## src/rtl/mem_responder.sv

```systemverilog
// Bus-slave word memory on the multiplexed address/data system bus.
// Latches the address on ALE, serves registered reads, commits writes when nME rises.
module mem_responder #(
    parameter int          ADDR_WIDTH = 8,
    parameter logic [15:0] BASE       = 16'h0000
) (
    input  logic                  Clock,
    input  logic                  nReset,
    input  logic [15:0]           SysBusIn,
    output logic [15:0]           SysBusOut,
    output logic                  SysBusOe,
    input  logic                  ALE,
    input  logic                  nME,
    input  logic                  nOE,
    input  logic                  nWE,
    input  logic                  LoadEn,
    input  logic [ADDR_WIDTH-1:0] LoadAddr,
    input  logic [15:0]           LoadData,
    output logic                  Busy,
    output logic                  ProtoErr
);

    localparam int DEPTH = 1 << ADDR_WIDTH;

    typedef enum logic [2:0] {S_IDLE, S_ADDR, S_READ, S_WRITE, S_ERR} state_t;

    state_t                  state_q, state_d;
    logic [15:0]             addr_q, addr_d;
    logic                    sel_q, sel_d;
    logic [15:0]             wr_data_q, wr_data_d;
    logic [15:0]             bus_out_q, bus_out_d;
    logic                    proto_err_q, proto_err_d;
    logic [15:0]             mem_q [0:DEPTH-1];

    logic                    mem_we;
    logic [ADDR_WIDTH-1:0]   mem_waddr;
    logic [15:0]             mem_wdata;
    logic [ADDR_WIDTH-1:0]   idx;
    logic [15:0]             mem_rdata;
    logic                    in_range;
    logic                    viol;

    // A bus value below BASE wraps the 17-bit difference far above DEPTH.
    assign in_range  = (({1'b0, SysBusIn} - {1'b0, BASE}) < 17'(DEPTH));
    assign idx       = ADDR_WIDTH'(addr_q - BASE);
    assign mem_rdata = mem_q[idx];

    always_comb begin
        state_d     = state_q;
        addr_d      = addr_q;
        sel_d       = sel_q;
        wr_data_d   = wr_data_q;
        bus_out_d   = bus_out_q;
        proto_err_d = proto_err_q;
        mem_we      = 1'b0;
        mem_waddr   = idx;
        mem_wdata   = wr_data_q;
        viol        = 1'b0;

        if (state_q == S_ADDR || state_q == S_READ || state_q == S_WRITE) begin
            viol = (!nME && !nOE && !nWE) || (ALE && !nME)
                || (state_q == S_WRITE && !nOE) || (state_q == S_READ && !nWE);
        end

        case (state_q)
            S_IDLE: begin
                if (ALE) begin
                    addr_d  = SysBusIn;
                    sel_d   = in_range;
                    state_d = S_ADDR;
                end else if (LoadEn) begin
                    mem_we    = 1'b1;
                    mem_waddr = LoadAddr;
                    mem_wdata = LoadData;
                end
            end
            S_ADDR: begin
                if (viol) begin
                    state_d = S_ERR;
                end else if (ALE) begin
                    addr_d = SysBusIn;
                    sel_d  = in_range;
                end else if (!nME && !nOE && nWE) begin
                    bus_out_d = sel_q ? mem_rdata : 16'h0000;
                    state_d   = S_READ;
                end else if (!nME && nOE && !nWE) begin
                    wr_data_d = SysBusIn;
                    state_d   = S_WRITE;
                end
            end
            S_READ: begin
                if (viol) begin
                    state_d = S_ERR;
                end else if (nME) begin
                    state_d = S_IDLE;
                    if (ALE) begin
                        addr_d  = SysBusIn;
                        sel_d   = in_range;
                        state_d = S_ADDR;
                    end
                end
            end
            S_WRITE: begin
                if (viol) begin
                    state_d = S_ERR;
                end else if (nME) begin
                    mem_we  = sel_q;
                    state_d = S_IDLE;
                    if (ALE) begin
                        addr_d  = SysBusIn;
                        sel_d   = in_range;
                        state_d = S_ADDR;
                    end
                end else if (!nWE) begin
                    wr_data_d = SysBusIn;
                end
            end
            S_ERR: begin
                if (nME && !ALE) state_d = S_IDLE;
            end
            default: state_d = S_IDLE;
        endcase

        if (viol) proto_err_d = 1'b1;
    end

    always_ff @(posedge Clock or negedge nReset) begin
        if (!nReset) begin
            state_q     <= S_IDLE;
            addr_q      <= 16'h0000;
            sel_q       <= 1'b0;
            wr_data_q   <= 16'h0000;
            bus_out_q   <= 16'h0000;
            proto_err_q <= 1'b0;
        end else begin
            state_q     <= state_d;
            addr_q      <= addr_d;
            sel_q       <= sel_d;
            wr_data_q   <= wr_data_d;
            bus_out_q   <= bus_out_d;
            proto_err_q <= proto_err_d;
        end
    end

    // Array contents survive reset.
    always_ff @(posedge Clock) begin
        if (mem_we) mem_q[mem_waddr] <= mem_wdata;
    end

    assign SysBusOut = bus_out_q;
    assign SysBusOe  = (state_q == S_READ) && sel_q && !nME && !nOE;
    assign Busy      = (state_q != S_IDLE);
    assign ProtoErr  = proto_err_q;

endmodule

```

## config.mk

```make
export PLATFORM = sky130hd
export DESIGN_NAME = mem_responder
export DESIGN_NICKNAME = d
export VERILOG_FILES = /design/src/rtl/mem_responder.sv
export SDC_FILE = /design/constraint.sdc
export NUM_CORES = 2
export LEC_CHECK = 0
export BUFFER_PORTS_ARGS = -buffer_cell sky130_fd_sc_hd__buf_2
export CAP_MARGIN = 20
export CORE_AREA = 2 2 466 699
export CTS_CLUSTER_SIZE = 25
export DETAILED_ROUTE_END_ITERATION = 16
export DIE_AREA = 0 0 468 701
export GPL_ROUTABILITY_DRIVEN = 0
export GPL_TIMING_DRIVEN = 0
export HOLD_SLACK_MARGIN = 0.03
export SYNTH_ARGS = -nofsm -noshare
export SYNTH_HDL_FRONTEND = slang
export SYNTH_SLANG_ARGS = --single-unit
```

## constraint.sdc

```tcl
create_clock -name Clock -period 7.4 [get_ports Clock]
set_input_delay 0.74 -clock Clock [delete_from_list [all_inputs] [get_ports Clock]]
set_output_delay 0.74 -clock Clock [all_outputs]
set_load 0.005 [all_outputs]
```

==> results.md <==
- Max Freq: 0.169 GHz
- Final nets: 8971
- CTS H-tree depth: 5
- Syn Inst Count: 8154
- Hold Path Origin: SysBusIn[0]
- Slew HR: 0.128
- Setup Crit Path Kind: reg2reg
- Final WS setup: between 1 and 1.5 ns
- Site Rows: 255
- GR Util All Layers: 0.323
- Clock skew: 0.0727 ns
- #FFs+latches synth: between 4000 and 5000
- Hold slack: roughly 0.066 ns
- Vias: ~88000
- CP Data Arrival Time: approximately 6.5 ns
- Post-CTS setup repair buffer count: 0
- Post-synth EDFFs: a little over 4000
- Total power: between 70 and 80 mW
- IO Pins: 66
- Vias in the first global route: 86600
- Outcome: complete, no violations
- Ys Warns: 0
- Crit path from: addr_q[2]$_DFFE_PN0P_
- Initial core utilization: 0.498
- Syn avg cell area: between 15 and 20 µm²
- Largest net degree at the start of global routing: between 90 and 100
- DRT Wirelength: about 530 mm
- Worst VDD drop: approximately 0.29 mV
- CTS tree: yes
- Crit. End Element: flip-flop
- R2r setup slk: about 1.5 ns
- Min Tclk post-route: between 5 and 6 ns
- Pins Over Slew Limit: 0
- Clk Latency, worst-skew pair: around 0.97 ns
- Die Y: roughly 700 µm
- CTS root buf: clkbuf_16
- Synth top cells by count: 4096 x edfxtp_1, 1009 x mux2i_1, 510 x mux4_2
- Final HPWL DP: approximately 380 mm
- Syn_nets: between 8000 and 9000
- Pleak: around 60 nW
- Number of setup violations in the final report: 0
- Seq/Total Area, Yosys: 0.775
- DRT iter0 DRCs: 12600
- Pwr/cell area: between 400 and 500 nW/µm²
- Initial antenna violation count: 35
- Worst endpoint required time: 8.00 ns
- Grt ovf: 0
- Most common cell in the netlist: edfxtp_1
- Worst reg2reg startpoint: addr_q[2]$_DFFE_PN0P_
- DRC violations left: 0
- Period utilisation layout: 0.802
- Hold depth: 2
- Clock sink total: between 4000 and 5000
- Worst-path clk slew: around 0.070 ns
- Worst Max-Slew Pin Slew: between 1 and 1.5 ns
- R2R cell count: 10
- Vias per cell: ~6.5
- Max_cap viols: 0
- Core area: approximately 320000 µm²
- Layout overhead on the synthesized area: 15.0%
- Ys async rst share: 0.0109
- Port Buf Inserts: 65
- Clk buf depth: 4
- Synth unique cells: 74
- Chip width: ~470 µm
- Synth top area share: 0.768
- Crit start category: flip-flop
- Die Area: between 300000 and 400000 µm²
- HP Class: in2reg
- Share of post-route cells with drive strength above 1: 0.217
- Setup tns final: 0 ns
- First-pass GRT wire length: between 700 and 800 mm
- Initial DRT Pass Iterations: 8
- Top_reg_cell synth: edfxtp_1
- Synth top area cells: edfxtp_1 77%, mux4_2 7.2%, mux2i_1 6.3%
- Setup Slack @ Placement: roughly 1.9 ns
- TritonCTS buffer count: 370
- CP Max Fanout: 11
- DRT antenna net count: 0
- Netlist Area Pre-Place: 160000 µm²
- RSZ-0062 raised after global routing: no
- Avg WL per Cell: 39.6 µm
- Final Hold Fails: 0
- Yosys top cell by area: edfxtp_1
-- sequential cells by signal, indices dropped and copies added, names as in the netlist --
name	flops
wr_data_q	16
sel_q	1
ProtoErr	1
SysBusOut	16
mem_q	4096
state_q	3
addr_q	8
-- through the flow --
step | area (µm²) | instances | util
2_1_floorplan | 160000 | 8154 | -
3_3_place_gp | 166000 | 12500 | 0.516
3_5_place_dp | 173000 | 12800 | 0.537
4_1_cts | 184000 | 13400 | 0.573
5_1_grt | 184000 | 13500 | 0.573
6_report | 184000 | 13500 | 0.573
-- cells in the final DEF, fill, tap and decap left out, types with 38 or more instances in the layout --
| master | count |
|---|---|
| clkinv_1 | 88 |
| a211oi_1 | 52 |
| a221oi_1 | 100 |
| buf_8 | 198 |
| buf_2 | 284 |
| buf_4 | 72 |
| clkbuf_1 | 256 |
| o22ai_1 | 60 |
| nor2_2 | 249 |
| mux2i_1 | 1009 |
| nor2_1 | 38 |
| buf_16 | 96 |
| nor3_1 | 53 |
| mux4_2 | 510 |
| edfxtp_1 | 4096 |
| o21ai_0 | 38 |
| nand4_1 | 67 |
| clkbuf_16 | 380 |
| nand3_1 | 106 |
| a21oi_1 | 116 |
| clkinv_2 | 55 |
| a22oi_1 | 428 |
| nand2_1 | 317 |
| dfrtp_1 | 45 |
-- power breakdown --
part	internal, mW	switching, mW	leakage, nW
sequential	29.6	0.0989	37.9
clock	10.2	8.60	5.55
combinational	7.45	19.9	16.8
total	47.3	28.6	60.3
-- kinds of logic after synthesis --
logic type,share of synthesized area
compound gates,0.0440
mux,0.137
buf+inv,0.0159
simple gates,0.0288
flops,0.775
xor+xnor,0.0000547
-- critical path: stages (launching register included) --
cell	delay, ns
dfrtp_1	0.50
buf_2	0.30
buf_2	0.64
buf_2	0.67
clkbuf_1	0.50
nand3_1	0.13
nand2_1	0.83
buf_2	0.76
nand2_1	0.34
nor2_2	0.56
buf_8	0.26
-- repair_timing --
item                                   in CTS  in global routing
endpoints found under the hold margin      54                  0
resized for setup                           0                  0
hold buffers                               10                  0
setup endpoints to repair                   0                  0
-- final timing paths --
kind | endpoint
worst min register to register | ProtoErr$_DFFE_PN0P_
worst min-delay path | wr_data_q[0]$_DFFE_PN0P_
max in group asynchronous | SysBusOut[8]$_DFFE_PN0P_
min in group asynchronous | wr_data_q[0]$_DFFE_PN0P_
worst max-delay path | mem_q[62][2]$_DFFE_PP_
worst max register to register | mem_q[62][2]$_DFFE_PP_
-- metal layers --
layer  track usage  share of wire
met5             0       0.000079
met3        0.0670          0.091
met2         0.525           0.48
met1         0.380           0.34
met4         0.238          0.088
-- final cells by class --
| cell class | count | area (µm²) |
|---|---|---|
| Clock inverter | 193 | 1580 |
| Multi-Input combinational cell | 3513 | 34400 |
| Antenna cell | 22 | 55.1 |
| Inverter | 6 | 22.5 |
| Buffer | 494 | 2530 |
| Sequential cell | 4141 | 124000 |
| Tap cell | 4240 | 5310 |
| Clock buffer | 464 | 9820 |
| Fill cell | 23700 | 137000 |
| Timing Repair Buffer | 398 | 6360 |
Power figures use the tool's default switching activity.
